**src/rtl/ma_pkg.sv**
```systemverilog
// Shared definitions for the memory-access (MA) pipeline stage:
// control-bus bit positions, addressing and exception codes, FSM encoding.
package ma_pkg;

  // Bit positions inside the combined {MA, WB} control bus
  localparam int CTL_MEM_READ   = 6;
  localparam int CTL_MEM_WRITE  = 5;
  localparam int CTL_ADDR_HI    = 4;
  localparam int CTL_ADDR_LO    = 3;
  localparam int CTL_SIGNING    = 2;
  localparam int CTL_MEM_TO_REG = 1;
  localparam int CTL_REG_WRITE  = 0;

  typedef enum logic [1:0] {
    ADDR_BYTE     = 2'b00,
    ADDR_HALF     = 2'b01,
    ADDR_WORD_ALT = 2'b10,
    ADDR_WORD     = 2'b11
  } addressing_e;

  typedef enum logic [1:0] {
    EXC_NONE        = 2'b00,
    EXC_MISALIGN_LD = 2'b01,
    EXC_MISALIGN_ST = 2'b10,
    EXC_BUS         = 2'b11
  } exc_code_e;

  typedef enum logic {
    ST_IDLE = 1'b0,
    ST_REQ  = 1'b1
  } ma_state_e;

  // Half accesses need an even address, word accesses (including code 10) a 4-byte aligned one
  function automatic logic is_misaligned(input logic [1:0] addressing, input logic [1:0] ofs);
    logic mis;
    case (addressing)
      ADDR_BYTE: mis = 1'b0;
      ADDR_HALF: mis = ofs[0];
      default:   mis = (ofs != 2'b00);
    endcase
    return mis;
  endfunction

endpackage

```
**src/rtl/ma_lane_align.sv**
```systemverilog
// Byte-lane steering for stores and lane extraction / extension for loads.
// Purely combinational; the store side and the load side have independent
// inputs because stores are steered before the access and loads after it.
module ma_lane_align
  import ma_pkg::*;
#(
  parameter int NB_DATA = 32,
  localparam int NB_BE  = NB_DATA / 8,
  localparam int NB_OFS = $clog2(NB_BE)
) (
  input  logic [1:0]         i_st_addressing,
  input  logic [NB_OFS-1:0]  i_st_ofs,
  input  logic [NB_DATA-1:0] i_st_data,
  output logic [NB_DATA-1:0] o_st_wdata,
  output logic [NB_BE-1:0]   o_st_be,
  input  logic [1:0]         i_ld_addressing,
  input  logic [NB_OFS-1:0]  i_ld_ofs,
  input  logic               i_ld_signing,
  input  logic [NB_DATA-1:0] i_ld_rdata,
  output logic [NB_DATA-1:0] o_ld_data
);

  logic [NB_DATA-1:0] ld_shifted_s;

  // Store steering: replicate the narrow datum on every lane, enable only the addressed lanes
  always_comb begin
    o_st_wdata = i_st_data;
    o_st_be    = {NB_BE{1'b1}};
    case (i_st_addressing)
      ADDR_BYTE: begin
        o_st_wdata = {NB_BE{i_st_data[7:0]}};
        o_st_be    = {{(NB_BE-1){1'b0}}, 1'b1} << i_st_ofs;
      end
      ADDR_HALF: begin
        o_st_wdata = {(NB_BE/2){i_st_data[15:0]}};
        o_st_be    = {{(NB_BE-2){1'b0}}, 2'b11} << {i_st_ofs[NB_OFS-1:1], 1'b0};
      end
      default: begin
        o_st_wdata = i_st_data;
        o_st_be    = {NB_BE{1'b1}};
      end
    endcase
  end

  assign ld_shifted_s = i_ld_rdata >> {i_ld_ofs, 3'b000};

  // Load extraction: bring the addressed lane to bit 0, then sign- or zero-extend
  always_comb begin
    o_ld_data = ld_shifted_s;
    case (i_ld_addressing)
      ADDR_BYTE: begin
        if (i_ld_signing) begin
          o_ld_data = {{(NB_DATA-8){ld_shifted_s[7]}}, ld_shifted_s[7:0]};
        end else begin
          o_ld_data = {{(NB_DATA-8){1'b0}}, ld_shifted_s[7:0]};
        end
      end
      ADDR_HALF: begin
        if (i_ld_signing) begin
          o_ld_data = {{(NB_DATA-16){ld_shifted_s[15]}}, ld_shifted_s[15:0]};
        end else begin
          o_ld_data = {{(NB_DATA-16){1'b0}}, ld_shifted_s[15:0]};
        end
      end
      default: o_ld_data = i_ld_rdata;
    endcase
  end

endmodule

```
**src/rtl/memory_access_hs.sv**
```systemverilog
// MIPS MA stage with a req/ack data-memory port. Aligned memory operations
// stall upstream until the memory acknowledges; misaligned ones and bus
// errors become registered exceptions in the MA/WB register.
module memory_access_hs
  import ma_pkg::*;
#(
  parameter int NB_DATA           = 32,
  parameter int NB_ADDR_REGISTERS = 5,
  parameter int NB_ADDR_MEM       = 32,
  parameter int NB_CONTROL_MA     = 5,
  parameter int NB_CONTROL_WB     = 2,
  parameter int NB_CONTROL_MA_WB  = NB_CONTROL_MA + NB_CONTROL_WB,
  localparam int NB_BE            = NB_DATA / 8,
  localparam int NB_OFS           = $clog2(NB_BE)
) (
  input  logic                         i_clk,
  input  logic                         i_reset_n,
  input  logic                         i_valid,
  input  logic [NB_CONTROL_MA_WB-1:0]  i_control_ma_wb,
  input  logic [NB_DATA-1:0]           i_mem_addr,
  input  logic [NB_DATA-1:0]           i_mem_data,
  input  logic [NB_ADDR_REGISTERS-1:0] i_rd_num,
  output logic                         o_stall,
  output logic                         o_bus_req,
  output logic                         o_bus_we,
  output logic [NB_ADDR_MEM-1:0]       o_bus_addr,
  output logic [NB_DATA-1:0]           o_bus_wdata,
  output logic [NB_BE-1:0]             o_bus_be,
  input  logic                         i_bus_ack,
  input  logic [NB_DATA-1:0]           i_bus_rdata,
  input  logic                         i_bus_err,
  output logic                         o_valid_wb,
  output logic [NB_CONTROL_WB-1:0]     o_control_wb,
  output logic [NB_DATA-1:0]           o_mem_r_data,
  output logic [NB_DATA-1:0]           o_reg_data,
  output logic [NB_ADDR_REGISTERS-1:0] o_reg_num,
  output logic                         o_exc,
  output logic [1:0]                   o_exc_code,
  output logic [NB_ADDR_REGISTERS-1:0] o_ex_rd_num,
  output logic                         o_ex_ctl_reg_write,
  output logic [NB_DATA-1:0]           o_ex_rd_data
);

  // Decoded control of the instruction currently in EX/MA
  logic                     mem_read_s, mem_write_s, is_mem_s, misaligned_s, exc_s;
  logic [1:0]               addressing_s;
  logic [NB_CONTROL_WB-1:0] ctl_wb_s;
  logic [NB_ADDR_MEM-1:0]   word_addr_s;
  logic [NB_DATA-1:0]       st_wdata_s, ld_data_s;
  logic [NB_BE-1:0]         st_be_s;

  // FSM
  ma_state_e state_r, next_state_s;
  logic      stall_s, start_s, wb_load_s, wb_from_bus_s;

  // Fields latched for the duration of an access
  logic [NB_DATA-1:0]           lat_addr_r;
  logic [1:0]                   lat_addressing_r;
  logic                         lat_signing_r;
  logic [NB_CONTROL_WB-1:0]     lat_ctl_wb_r;
  logic [NB_ADDR_REGISTERS-1:0] lat_rd_r;

  // Bus and MA/WB registers
  logic                         bus_req_r, bus_we_r;
  logic [NB_ADDR_MEM-1:0]       bus_addr_r;
  logic [NB_DATA-1:0]           bus_wdata_r;
  logic [NB_BE-1:0]             bus_be_r;
  logic                         valid_wb_r, exc_r;
  logic [NB_CONTROL_WB-1:0]     control_wb_r;
  logic [NB_DATA-1:0]           mem_r_data_r, reg_data_r;
  logic [NB_ADDR_REGISTERS-1:0] reg_num_r;
  logic [1:0]                   exc_code_r;

  assign mem_read_s   = i_control_ma_wb[CTL_MEM_READ];
  assign mem_write_s  = i_control_ma_wb[CTL_MEM_WRITE];
  assign addressing_s = i_control_ma_wb[CTL_ADDR_HI:CTL_ADDR_LO];
  assign ctl_wb_s     = i_control_ma_wb[NB_CONTROL_WB-1:0];
  assign is_mem_s     = mem_read_s | mem_write_s;
  assign misaligned_s = is_misaligned(addressing_s, i_mem_addr[1:0]);
  assign exc_s        = i_valid & is_mem_s & misaligned_s;
  assign word_addr_s  = {i_mem_addr[NB_ADDR_MEM-1:NB_OFS], {NB_OFS{1'b0}}};

  ma_lane_align #(.NB_DATA(NB_DATA)) u_lane_align (
    .i_st_addressing (addressing_s),
    .i_st_ofs        (i_mem_addr[NB_OFS-1:0]),
    .i_st_data       (i_mem_data),
    .o_st_wdata      (st_wdata_s),
    .o_st_be         (st_be_s),
    .i_ld_addressing (lat_addressing_r),
    .i_ld_ofs        (lat_addr_r[NB_OFS-1:0]),
    .i_ld_signing    (lat_signing_r),
    .i_ld_rdata      (i_bus_rdata),
    .o_ld_data       (ld_data_s)
  );

  // FSM state register
  always_ff @(posedge i_clk or negedge i_reset_n) begin
    if (!i_reset_n) begin
      state_r <= ST_IDLE;
    end else begin
      state_r <= next_state_s;
    end
  end

  // FSM next state, stall and MA/WB load selection
  always_comb begin
    next_state_s  = state_r;
    stall_s       = 1'b0;
    start_s       = 1'b0;
    wb_load_s     = 1'b0;
    wb_from_bus_s = 1'b0;
    case (state_r)
      ST_IDLE: begin
        if (i_valid && is_mem_s && !misaligned_s) begin
          stall_s      = 1'b1;
          start_s      = 1'b1;
          next_state_s = ST_REQ;
        end else begin
          wb_load_s    = 1'b1;
        end
      end
      ST_REQ: begin
        if (i_bus_ack) begin
          wb_from_bus_s = 1'b1;
          next_state_s  = ST_IDLE;
        end else begin
          stall_s       = 1'b1;
        end
      end
      default: next_state_s = ST_IDLE;
    endcase
  end

  // Bus request, access latches and MA/WB pipeline register
  always_ff @(posedge i_clk or negedge i_reset_n) begin
    if (!i_reset_n) begin
      bus_req_r        <= 1'b0;
      bus_we_r         <= 1'b0;
      bus_addr_r       <= '0;
      bus_wdata_r      <= '0;
      bus_be_r         <= '0;
      lat_addr_r       <= '0;
      lat_addressing_r <= 2'b00;
      lat_signing_r    <= 1'b0;
      lat_ctl_wb_r     <= '0;
      lat_rd_r         <= '0;
      valid_wb_r       <= 1'b0;
      control_wb_r     <= '0;
      mem_r_data_r     <= '0;
      reg_data_r       <= '0;
      reg_num_r        <= '0;
      exc_r            <= 1'b0;
      exc_code_r       <= EXC_NONE;
    end else if (start_s) begin
      bus_req_r        <= 1'b1;
      bus_we_r         <= mem_write_s;
      bus_addr_r       <= word_addr_s;
      bus_wdata_r      <= st_wdata_s;
      bus_be_r         <= st_be_s;
      lat_addr_r       <= i_mem_addr;
      lat_addressing_r <= addressing_s;
      lat_signing_r    <= i_control_ma_wb[CTL_SIGNING];
      lat_ctl_wb_r     <= ctl_wb_s;
      lat_rd_r         <= i_rd_num;
      valid_wb_r       <= 1'b0;
    end else if (wb_from_bus_s) begin
      bus_req_r        <= 1'b0;
      bus_we_r         <= 1'b0;
      bus_be_r         <= '0;
      valid_wb_r       <= 1'b1;
      mem_r_data_r     <= ld_data_s;
      reg_data_r       <= lat_addr_r;
      reg_num_r        <= lat_rd_r;
      exc_r            <= i_bus_err;
      if (i_bus_err) begin
        control_wb_r   <= {lat_ctl_wb_r[NB_CONTROL_WB-1:1], 1'b0};
        exc_code_r     <= EXC_BUS;
      end else begin
        control_wb_r   <= lat_ctl_wb_r;
        exc_code_r     <= EXC_NONE;
      end
    end else if (wb_load_s) begin
      valid_wb_r       <= i_valid;
      mem_r_data_r     <= '0;
      reg_data_r       <= i_mem_addr;
      reg_num_r        <= i_rd_num;
      exc_r            <= exc_s;
      if (exc_s) begin
        control_wb_r   <= {ctl_wb_s[NB_CONTROL_WB-1:1], 1'b0};
        exc_code_r     <= mem_write_s ? EXC_MISALIGN_ST : EXC_MISALIGN_LD;
      end else begin
        control_wb_r   <= ctl_wb_s;
        exc_code_r     <= EXC_NONE;
      end
    end else begin
      // Waiting for ack: MA/WB carries a bubble, bus outputs hold
      valid_wb_r       <= 1'b0;
    end
  end

  assign o_stall            = stall_s;
  assign o_bus_req          = bus_req_r;
  assign o_bus_we           = bus_we_r;
  assign o_bus_addr         = bus_addr_r;
  assign o_bus_wdata        = bus_wdata_r;
  assign o_bus_be           = bus_be_r;
  assign o_valid_wb         = valid_wb_r;
  assign o_control_wb       = control_wb_r;
  assign o_mem_r_data       = mem_r_data_r;
  assign o_reg_data         = reg_data_r;
  assign o_reg_num          = reg_num_r;
  assign o_exc              = exc_r;
  assign o_exc_code         = exc_code_r;

  // Forwarding to the EX short-circuit unit: loads cannot forward from MA
  assign o_ex_rd_num        = i_rd_num;
  assign o_ex_ctl_reg_write = i_valid & i_control_ma_wb[CTL_REG_WRITE] & ~mem_read_s;
  assign o_ex_rd_data       = i_mem_addr;

endmodule

```
**config.mk**
```make
export PLATFORM = sky130hd
export DESIGN_NAME = memory_access_hs
export DESIGN_NICKNAME = d
export VERILOG_FILES = /design/src/rtl/ma_pkg.sv /design/src/rtl/ma_lane_align.sv /design/src/rtl/memory_access_hs.sv
export SDC_FILE = /design/constraint.sdc
export NUM_CORES = 1
export LEC_CHECK = 0
export BUFFER_PORTS_ARGS = -buffer_cell sky130_fd_sc_hd__buf_2
export CAP_MARGIN = 0
export CORE_MARGIN = 5
export CORE_UTILIZATION = 45
export CTS_CLUSTER_SIZE = 20
export DETAILED_ROUTE_END_ITERATION = 12
export PLACE_DENSITY = 0.84
export SYNTH_ARGS = -nofsm -noshare
export SYNTH_HDL_FRONTEND = slang
export SYNTH_SLANG_ARGS = --single-unit
```
**constraint.sdc**
```tcl
create_clock -name i_clk -period 1.4 [get_ports i_clk]
set_input_delay 0.14 -clock i_clk [delete_from_list [all_inputs] [get_ports i_clk]]
set_output_delay 0.14 -clock i_clk [all_outputs]
set_load 0.05 [all_outputs]
```
==> implementation parameters <==
Parameter                              Value

Power and ir drop
  Total Power Consumption ... ~0.019 W
  Static power due to leakage ... 6.376 nW
  Worst voltage drop across the vdd grid ... 0.9485 mV
  Pwr per Cell Area ... 1526 mW/mm2

Detailed routing
  Violation count after the first detailed-route iteration ... about 430
  Number of nets still failing antenna checks after routing ... 0
  Final routed wire length divided by cell count ... 21.48 um
  Count of TritonRoute iterations in the first routing pass ... 7
  Via total after detailed routing ... ~8000
  Detailed-route DRC error count ... 0
  Via-per-instance ratio ... approximately 5.6
  Final wirelength ... 30720 um

STA
  Total setup violations reported at the end of the flow ... 156
  Post-route worst setup slack ... -0.3376 ns
  Total negative slack ... -35.64 ns
  Hold Slack ... -0.004239 ns
  Transition time at the pin with the least slew margin ... 0.7445 ns
  Fmax ... 575.5 MHz
  RSZ-0062 raised after global routing ... yes
  Ratio of final minimum period to clock period ... 124.1%
  Max-slew violations ... 0
  Remaining max-slew budget at the tightest pin ... 50.03%
  Shortest period the worst path allows ... 1.738 ns
  Final hold violations ... 2
  Layout Skew ... 0.01190 ns

Worst setup path
  Setup slack of the most critical reg-to-reg path ... -0.34 ns
  Critical path type ... flop to flop
  Cell family with the largest share of critical-path delay ... simple AND/OR/NAND/NOR gates
  CP endpoint kind ... flop
  Data arrival at the endpoint of the critical path ... 2.05 ns
  Slowest-stage cell, CP ... sky130_fd_sc_hd__or4_4
  Crit-path cells ... buf_6 -> or4_4 -> buf_4 -> buf_12 -> nand2_1 -> nand2_1
  Largest fanout of any net on the critical path ... 7
  Data required time of the worst path ... 1.71 ns
  Kind of launch point of the worst setup path ... flop
  Worst path bufs/invs ... 3
  Delay contributed by the slowest stage of the critical path ... 0.60 ns
  CP most frequent cell ... sky130_fd_sc_hd__nand2_1

Flow run
  Maxcap violations ... 0

Layout
  Area delta synth->final ... 66.03%
  Number of nets in the finished design ... 1309
  Fraction of layout cells with a size suffix above 1 ... 53.68%

Synthesis
  Post-synthesis instance total ... 812
  Syn. warnings ... 0
  Synthesized area divided by synthesized cell count ... 9.367 um2
  Share of async-settable or async-resettable flops after synthesis ... between 90% and 100%
  Post-Syn Area ... between 0.007 and 0.008 mm2
  Number of flip-flops and latches in the synthesized netlist ... between 150 and 200
  Top flip-flop cell by instance count after synthesis ... sky130_fd_sc_hd__dfrtp_1
  Sequential area share after synthesis ... between 50% and 60%
  Unique cell type count in the Yosys netlist ... 43
  Number of enable flip-flop cells after synthesis ... 0

Global route
  Maximum number of pins on one net before global-route repair ... 53
  Vias in the first global route ... 7730
  Grt total ovfl ... 0
  Antenna violations before repair ... 2
  Wire length of the first global-routing pass ... ~41000 um
  Total global routing track utilization ... 26.34%

CTS
  Clock buffer count from CTS ... 17
  CTS Root Cell ... sky130_fd_sc_hd__clkbuf_16
  CTS tree ... yes
  Clock input transition at the sequential cells of the worst setup and hold paths ... 0.07 ns
  Level count of the clock H-tree ... 4
  Bufs on Longest Clock Path ... 2
  Clock network latency to the later pin of the worst-skew pair ... 0.43 ns
  Number of clock sinks ... between 150 and 200

Die
  Die span in y ... about 140 um
  Total die area ... 0.01960 mm2
  Overall die width ... 140.0 um
  Initial core utilization ... between 40% and 50%
  Placeable core region ... 0.01658 mm2
  I/O pin total ... 297
  Std-Cell Rows ... 47

Outcome
  Result of the run ... finished, violations left
  Failing checks ... hold timing, setup timing

Place
  Count of input and output buffers ... 294
  Half-perimeter wire length after detailed placement ... 16610 um
  Final GP Congestion ... 0.8500

Hold path
  Worst hold path type ... primary input to flop
[through the flow]
step	setup WS (ns)	util, %	std cells	cell area, um2
final	-0.3376	76.15	1430	12630
after global routing	-0.3601	76.15	1430	12630
after global placement	-0.2338	55.15	1257	9145
after floorplan	-0.1509	-	813	7775
after detailed placement	-0.2830	55.15	1257	9145
after CTS	-0.3458	67.16	1386	11140
[flip-flops by register name (all words and copies together) (netlist names), 2 cells and up]
signal / count
lat_addr_r: 31
lat_addressing_r: 2
lat_ctl_wb_r: 2
lat_rd_r: 5
o_bus_be: 4
o_bus_wdata: 32
o_control_wb: 2
o_exc_code: 2
o_mem_r_data: 32
o_reg_data: 32
o_reg_num: 5
[final timing paths]
| path | to | start | cells after the start |
|---|---|---|---|
| max | lat_addr_r[14] | state_r | 6 |
| min | o_mem_r_data[10] | i_bus_rdata[10] | 3 |
| max reg2reg | lat_addr_r[14] | state_r | 6 |
| min reg2reg | lat_rd_r[0] | lat_rd_r[0] | 2 |
| max in group asynchronous | o_bus_wdata[13] | i_reset_n | 3 |
| min in group asynchronous | o_mem_r_data[19] | i_reset_n | 2 |
[area by class of cell]
cell class | instances | area [um2]
inverter | 5 | 18.77
clock inverter | 10 | 112.6
multi-input combinational | 533 | 3880
fill | 1009 | 3955
clock buffer | 22 | 474.2
antenna | 1 | 2.502
timing repair buffer | 483 | 3956
tap | 220 | 275.3
sequential | 156 | 3909
[Yosys cell counts (2+ instances only)]
cell type,n,share of area [%]
sky130_fd_sc_hd__a21oi_1,17,1.1
sky130_fd_sc_hd__a221o_1,2,0.26
sky130_fd_sc_hd__a221oi_1,6,0.69
sky130_fd_sc_hd__a22oi_1,19,1.9
sky130_fd_sc_hd__a31oi_1,2,0.16
sky130_fd_sc_hd__and2_1,3,0.25
sky130_fd_sc_hd__and3_1,2,0.16
sky130_fd_sc_hd__buf_1,2,0.099
sky130_fd_sc_hd__buf_2,20,1.3
sky130_fd_sc_hd__buf_4,71,7.0
sky130_fd_sc_hd__buf_6,9,1.3
sky130_fd_sc_hd__clkbuf_1,17,0.84
sky130_fd_sc_hd__dfrtp_1,156,51
sky130_fd_sc_hd__inv_1,5,0.25
sky130_fd_sc_hd__mux2i_1,74,9.7
sky130_fd_sc_hd__nand2_1,240,12
sky130_fd_sc_hd__nand2b_1,9,0.74
sky130_fd_sc_hd__nand3_1,12,0.79
sky130_fd_sc_hd__nor2_1,15,0.74
sky130_fd_sc_hd__nor2b_1,2,0.16
sky130_fd_sc_hd__nor3_1,9,0.59
sky130_fd_sc_hd__nor4_1,2,0.16
sky130_fd_sc_hd__o21ai_0,76,5.0
sky130_fd_sc_hd__o21ai_1,21,1.4
sky130_fd_sc_hd__o22ai_1,2,0.16
sky130_fd_sc_hd__or2_2,2,0.16
[report_power, final]
group / internal [W] / switching, W / total [W] / leakage [nW]
Combinational: 0.00271 / 0.00564 / 0.00835 / 4.12
Clock: 0.00277 / 0.00190 / 0.00467 / 0.287
Sequential: 0.00540 / 0.000843 / 0.00624 / 1.97
Total: 0.0109 / 0.00839 / 0.0193 / 6.38
[cell usage in the layout (no fill, tap or decap), drive strengths merged, types with 3 or more instances in the layout]
master | Yosys | final
buf | 102 | 390
nand2 | 240 | 240
dfrtp | 156 | 156
o21ai | 98 | 98
dlygate4sd3 | 0 | 75
mux2i | 74 | 74
clkbuf | 18 | 40
a22oi | 19 | 19
a21oi | 17 | 17
nor2 | 15 | 15
nand3 | 12 | 12
nand2b | 9 | 9
nor3 | 9 | 9
inv | 5 | 7
a221oi | 6 | 6
clkinv | 0 | 4
and2 | 3 | 3
[layer usage]
layer  GRT usage [%]  part of all wire, %
met1           31.85                   36
met2           45.28                   51
met3           6.101                  8.2
met4           11.17                  4.3
met5               0                0.026
[repair_timing]
item                                    4_1_cts  5_1_grt
buffers inserted                             14       25
gates resized for setup                      78      287
endpoints found under the setup margin      153      157
hold buffers                                 71        4
hold endpoints to repair                    227        4
cloned                                       12       23
pin swaps                                    12      109
[cells by family (layout without fill, tap and decap cells)]
kind of cell,count (synthesis),count (layout),synth area share [%]
mux,74,74,9.738
compound gates,156,156,11.96
simple gates,300,301,16.02
buf+inv,125,520,10.91
flops,156,156,51.32
other cells,1,3,0.04930
[tightest hold or removal path: cells and delay by family]
family          cells  cell delay [ns]
compound gates      1             0.05
buf+inv             1             0.10
simple gates        1             0.08
Power figures use the tool's default switching activity.
